`config.mk`:
```
export PLATFORM = sky130hd
export DESIGN_NAME = regfile_multiport
export DESIGN_NICKNAME = d
export VERILOG_FILES = /design/src/rtl/regfile_pkg.sv /design/src/rtl/regfile_rd_mux.sv /design/src/rtl/regfile_multiport.sv
export SDC_FILE = /design/constraint.sdc
export NUM_CORES = 2
export LEC_CHECK = 0
export BUFFER_PORTS_ARGS = -buffer_cell sky130_fd_sc_hd__buf_4
export CAP_MARGIN = 30
export CORE_MARGIN = 5
export CORE_UTILIZATION = 41
export CTS_CLUSTER_DIAMETER = 200
export CTS_CLUSTER_SIZE = 24
export DETAILED_ROUTE_END_ITERATION = 7
export SLEW_MARGIN = 30
export SYNTH_ARGS = -nofsm -noshare
export SYNTH_HDL_FRONTEND = slang
export SYNTH_SLANG_ARGS = --single-unit
```
`constraint.sdc`:
```
create_clock -name clk -period 2 [get_ports clk]
set_input_delay 0.4 -clock clk [delete_from_list [all_inputs] [get_ports clk]]
set_output_delay 0.4 -clock clk [all_outputs]
set_load 0.05 [all_outputs]
```
`src/rtl/regfile_pkg.sv`:
```
`default_nettype none
// ============================================================================
// Module   : regfile_pkg
// Purpose  : Shared defaults and address-width helper for the multiport
//            register file.
// Revision : 1.0 - initial release
// ============================================================================
package regfile_pkg;

  localparam int NUM_REGS_DEFAULT = 32;
  localparam int DATA_W_DEFAULT   = 64;
  localparam int ZERO_REG_DEFAULT = 31;

  // Index width for a register file of n entries; never narrower than 1 bit.
  function automatic int calc_aw(input int n);
    return (n < 2) ? 1 : $clog2(n);
  endfunction

endpackage
`default_nettype wire

```
`src/rtl/regfile_rd_mux.sv`:
```
`default_nettype none
// ============================================================================
// Module   : regfile_rd_mux
// Purpose  : NUM_REGS:1 combinational read select for one read port. The
//            hardwired zero register always reads back as zero.
// Revision : 1.0 - initial release
// ============================================================================
module regfile_rd_mux
  import regfile_pkg::*;
#(
  parameter int NUM_REGS = NUM_REGS_DEFAULT,
  parameter int DATA_W   = DATA_W_DEFAULT,
  parameter int ZERO_REG = ZERO_REG_DEFAULT,
  localparam int AW      = calc_aw(NUM_REGS)
) (
  input  logic [DATA_W-1:0] regs [NUM_REGS],
  input  logic [AW-1:0]     addr,
  output logic [DATA_W-1:0] data
);

  // A ZERO_REG outside the index range simply means no register is hardwired.
  localparam bit            HAS_ZERO = (ZERO_REG >= 0) && (ZERO_REG < NUM_REGS);
  localparam logic [AW-1:0] ZERO_IDX = AW'(HAS_ZERO ? ZERO_REG : 0);

  // Select the addressed entry, forcing zero for the hardwired register.
  always_comb begin
    data = regs[addr];
    if (HAS_ZERO && (addr == ZERO_IDX)) begin
      data = '0;
    end
  end

endmodule
`default_nettype wire

```
`src/rtl/regfile_multiport.sv`:
```
`default_nettype none
// ============================================================================
// Module   : regfile_multiport
// Purpose  : Single-write, NUM_RD-read register file with registered read
//            results (1-cycle latency) and a hardwired zero register.
//            Optional macro REGFILE_WR_BYPASS_EN forwards same-cycle write
//            data to matching read ports; without it, a read colliding with
//            a write returns the pre-write contents.
// Revision : 1.0 - initial release
// ============================================================================
module regfile_multiport
  import regfile_pkg::*;
#(
  parameter int NUM_REGS = NUM_REGS_DEFAULT,
  parameter int DATA_W   = DATA_W_DEFAULT,
  parameter int NUM_RD   = 2,
  parameter int ZERO_REG = ZERO_REG_DEFAULT,
  localparam int AW      = calc_aw(NUM_REGS)
) (
  input  logic                     clk,
  input  logic                     rst_n,
  input  logic                     wr_en,
  input  logic [AW-1:0]            wr_addr,
  input  logic [DATA_W-1:0]        wr_data,
  input  logic [NUM_RD-1:0]        rd_req,
  input  logic [NUM_RD*AW-1:0]     rd_addr,
  output logic [NUM_RD*DATA_W-1:0] rd_data,
  output logic [NUM_RD-1:0]        rd_valid
);

  localparam bit            HAS_ZERO = (ZERO_REG >= 0) && (ZERO_REG < NUM_REGS);
  localparam logic [AW-1:0] ZERO_IDX = AW'(HAS_ZERO ? ZERO_REG : 0);

  logic [DATA_W-1:0] regs     [NUM_REGS];
  logic [DATA_W-1:0] sel_data [NUM_RD];
  logic              wr_to_zero;

  assign wr_to_zero = HAS_ZERO && (wr_addr == ZERO_IDX);

  // Storage array: cleared by reset, written on request except the zero register.
  always_ff @(posedge clk or negedge rst_n) begin
    if (!rst_n) begin
      for (int i = 0; i < NUM_REGS; i++) begin
        regs[i] <= '0;
      end
    end else if (wr_en && !wr_to_zero) begin
      regs[wr_addr] <= wr_data;
    end
  end

  for (genvar p = 0; p < NUM_RD; p++) begin : g_port
    logic [DATA_W-1:0] mux_data;

    regfile_rd_mux #(
      .NUM_REGS (NUM_REGS),
      .DATA_W   (DATA_W),
      .ZERO_REG (ZERO_REG)
    ) u_rd_mux (
      .regs (regs),
      .addr (rd_addr[p*AW +: AW]),
      .data (mux_data)
    );

`ifdef REGFILE_WR_BYPASS_EN
    // Forward the in-flight write so the port sees the new value this cycle.
    assign sel_data[p] = (wr_en && !wr_to_zero && (wr_addr == rd_addr[p*AW +: AW]))
                         ? wr_data : mux_data;
`else
    assign sel_data[p] = mux_data;
`endif
  end

  // Read result registers: load on request, otherwise hold data and drop valid.
  always_ff @(posedge clk or negedge rst_n) begin
    if (!rst_n) begin
      rd_data  <= '0;
      rd_valid <= '0;
    end else begin
      for (int p = 0; p < NUM_RD; p++) begin
        rd_valid[p] <= rd_req[p];
        if (rd_req[p]) begin
          rd_data[p*DATA_W +: DATA_W] <= sel_data[p];
        end
      end
    end
  end

endmodule
`default_nettype wire

```
==> flow_summary_export.csv <==
group,metric,value,unit
synth,synth_area,113000,sq um
place,finalWeightedCongestion,0.868,
power_and_ir_drop,finalPower,110,mW
clock_tree,path_clk_slew,120,ps
setup_path,worstPathArrival,1580,ps
finish,drive_gt1_share,51.5,%
setup_path,critical_path.slowest_cell,"dfrtp_2",
grt,grtUsageTotal,28.1,%
synth,synth_top_cells_by_area,"dfrtp_1 48%, mux2_2 21%, mux4_2 13%, mux2i_1 5.8%, clkbuf_1 1.9%",
run_status,status,"completed",
clock_tree,cts_root_buf,"clkbuf_16",
place,dpl_cell_area,127000,sq um
setup_path,critPathBufInv,1,
synth,ys_types,49,
clock_tree,cts_tree,"yes",
clock_tree,insertion_delay,840,ps
clock_tree,cts.sinks,2178,
floorplanning,core_area,274000,sq um
clock_tree,cts_buffers,100,
detailed_routing,drc_errors,0,
grt,grt_max_degree,137,
synth,synth.avg_cell_area,14.5,sq um
synth,ys_seq_area_share,48.3,%
floorplanning,num_rows,192,
detailed_routing,ant_nets,0,
place,dp_hpwl,282000,um
detailed_routing,routed-via-count,76026,
setup_path,r2r_cells,5,
setup_path,endpoint,"rd_data[124]",
grt,grt_pass1_wl,589000,um
synth,synth_nets,7875,
detailed_routing,firstDrtPassIters,6,
synth,yosysTopAreaCell,"dfrtp_1",
sta,post-route-period-util,98.8,%
sta,max_freq,506,MHz
sta,max_slew_margin,47.9,%
setup_path,r2r_start,"regs[1377]$_DFFE_PN0P_",
setup_path,r2r-end,"rd_data[97]$_DFFE_PN0P_",
sta,finalHoldViolations,0,
synth,synthTopCellsByCount,"2178 x dfrtp_1, 2117 x mux2_2, 675 x mux4_2, 659 x mux2i_1, 582 x clkbuf_1",
sta,setup_viol,0,
run,cap_viol_max_count,0,
setup_path,rrSetupSlack,50,ps
setup_path,cp_data_required_time,1600,ps
power_and_ir_drop,ir_drop,0.707,mV
setup_path,critical_path.max_fanout,2,
setup_path,path_depth,1,
detailed_routing,wl_per_cell,34.5,um
floorplanning,start_util,41.2,%
clock_tree,htreeDepth,3,
setup_path,crit_start,"rd_data[124]$_DFFE_PN0P_",
setup_path,crit_family,"flip-flops",
synth,synth_edf_count,0,
sta,finalMaxSlewViolations,0,
grt,first_global_vias,78725,
sta,worst_pin_slew,781,ps
floorplanning,die_y,534,um
setup_path,cp-start-kind,"flip-flop",
detailed_routing,vias_per_cell,6.45,
synth,synth_cells,7791,
setup_path,critPathKind,"reg -> out",
grt,grt-ovfl-total,0,
sta,tns,0,ps
finish,syn2layout_area_growth,15.6,%
floorplanning,die-area,286000,sq um
finish,nNetsFinal,8258,
synth,ys_ff_latch,2178,
place,port_buffers,213,
synth,async_flop_share,100,%
finish,fin_area,130000,sq um
synth,synth.most_common_cell,"dfrtp_1",
sta,timing.hold.ws,60.2,ps
synth,ys.flop_type,"dfrtp_1",
detailed_routing,drt_iter0_markers,7245,
power_and_ir_drop,p_leak,57.5,nW
floorplanning,die-width,534,um
grt,antenna_found_initial,21,
power_and_ir_drop,power.density,848,nW/um^2
setup_path,slowest_delay,540,ps
hold_path,hp-start,"wr_data[38]",
hold_path,hold_path_class,"in -> reg",
synth,synthDominantCellAreaShare,48.3,%
setup_path,cp_cell_sequence,"buf_6",
sta,finClkSkew,28.6,ps
floorplanning,num_io_pins,214,
sta,period_needed,1980,ps
synth,yosysWarnings,0,
detailed_routing,totalWireLength,406000,um
clock_tree,cts_max_path_buffers,3,
setup_path,worst_setup_path_end_kind,"output port",
[registers in the layout, indices dropped and copies added, names as in the netlist]
signal and cells:
rd_valid 2, regs 2048, rd_data 128
[power breakdown]
group	switching (mW)	internal [mW]	leakage [nW]
Combinational	11.9	15.8	28.4
Sequential	6.79	52.2	27.8
Clock	14.6	9.10	1.28
Total	33.3	77.1	57.5
[what timing repair did]
action	in CTS	in global routing
buffers inserted	1	0
setup endpoints to repair	48	3
hold endpoints to repair	587	0
pin swaps	0	0
gates resized for setup	70	3
hold buffers	2	0
cloned	0	0
[through the flow]
| step | cells | util (%) | setup slack [ps] |
|---|---|---|---|
| 6_report | 11779 | 47.6 | 24.5 |
| 4_1_cts | 11768 | 47.6 | -19.9 |
| 5_1_grt | 11775 | 47.6 | -11.4 |
| 3_3_place_gp | 11658 | 46.6 | -704 |
| 2_1_floorplan | 7791 | - | -31.0 |
| 3_5_place_dp | 11658 | 46.6 | -729 |
[cell families after synthesis]
group	after synthesis	share of synthesized area [%]
flops	2178	48.3
simple gates	244	0.960
buf+inv	924	3.69
compound gates	994	6.54
mux	3451	40.5
[worst min path at each step]
stage,end,slack [ps],cells after the start
2_1_floorplan,rd_data[0]$_DFFE_PN0P_,100,0
3_3_place_gp,regs[25]$_DFFE_PN0P_,380,0
3_5_place_dp,regs[30]$_DFFE_PN0P_,390,0
4_1_cts,regs[2022]$_DFFE_PN0P_,3,2
5_1_grt,regs[1830]$_DFFE_PN0P_,40,2
6_report,regs[2022]$_DFFE_PN0P_,60,2
[placed cells by master, fill, tap and decap left out, types with 20 or more instances in the layout]
cell	synthesis	routed
a2111oi_2	20	33
a211oi_1	84	83
a21oi_1	196	196
a221oi_1	40	38
a22o_1	151	151
a22oi_1	149	149
buf_12	0	400
buf_4	30	742
clkbuf_16	0	101
dfrtp_1	2178	2129
dfrtp_2	0	49
inv_1	37	35
mux2_2	2117	2114
mux2i_1	659	659
mux4_2	675	675
nand2_1	119	100
nor2_1	48	38
nor2_4	0	20
nor3_1	22	22
o21ai_0	27	27
o221ai_1	83	83
o22ai_1	135	135
o2bb2ai_1	20	20
o32ai_1	34	34
[per-layer routing]
layer | GRT usage [%] | wire length (um)
met5 | 0 | 58
met4 | 11.3 | 19200
met3 | 4.66 | 27500
met2 | 45.1 | 192000
met1 | 38.1 | 168000
[final cells by class]
type                       count  area (sq um)
antenna                       11          27.5
clock buffer                 101          2530
clock inverter                 6          67.6
fill                       23475        143000
inverter                      38           150
multi-input combinational   4689         54600
sequential                  2178         54600
tap                         3589          4490
timing repair buffer        1167         13900
Note: power is estimated with default switching activity, not from simulation.
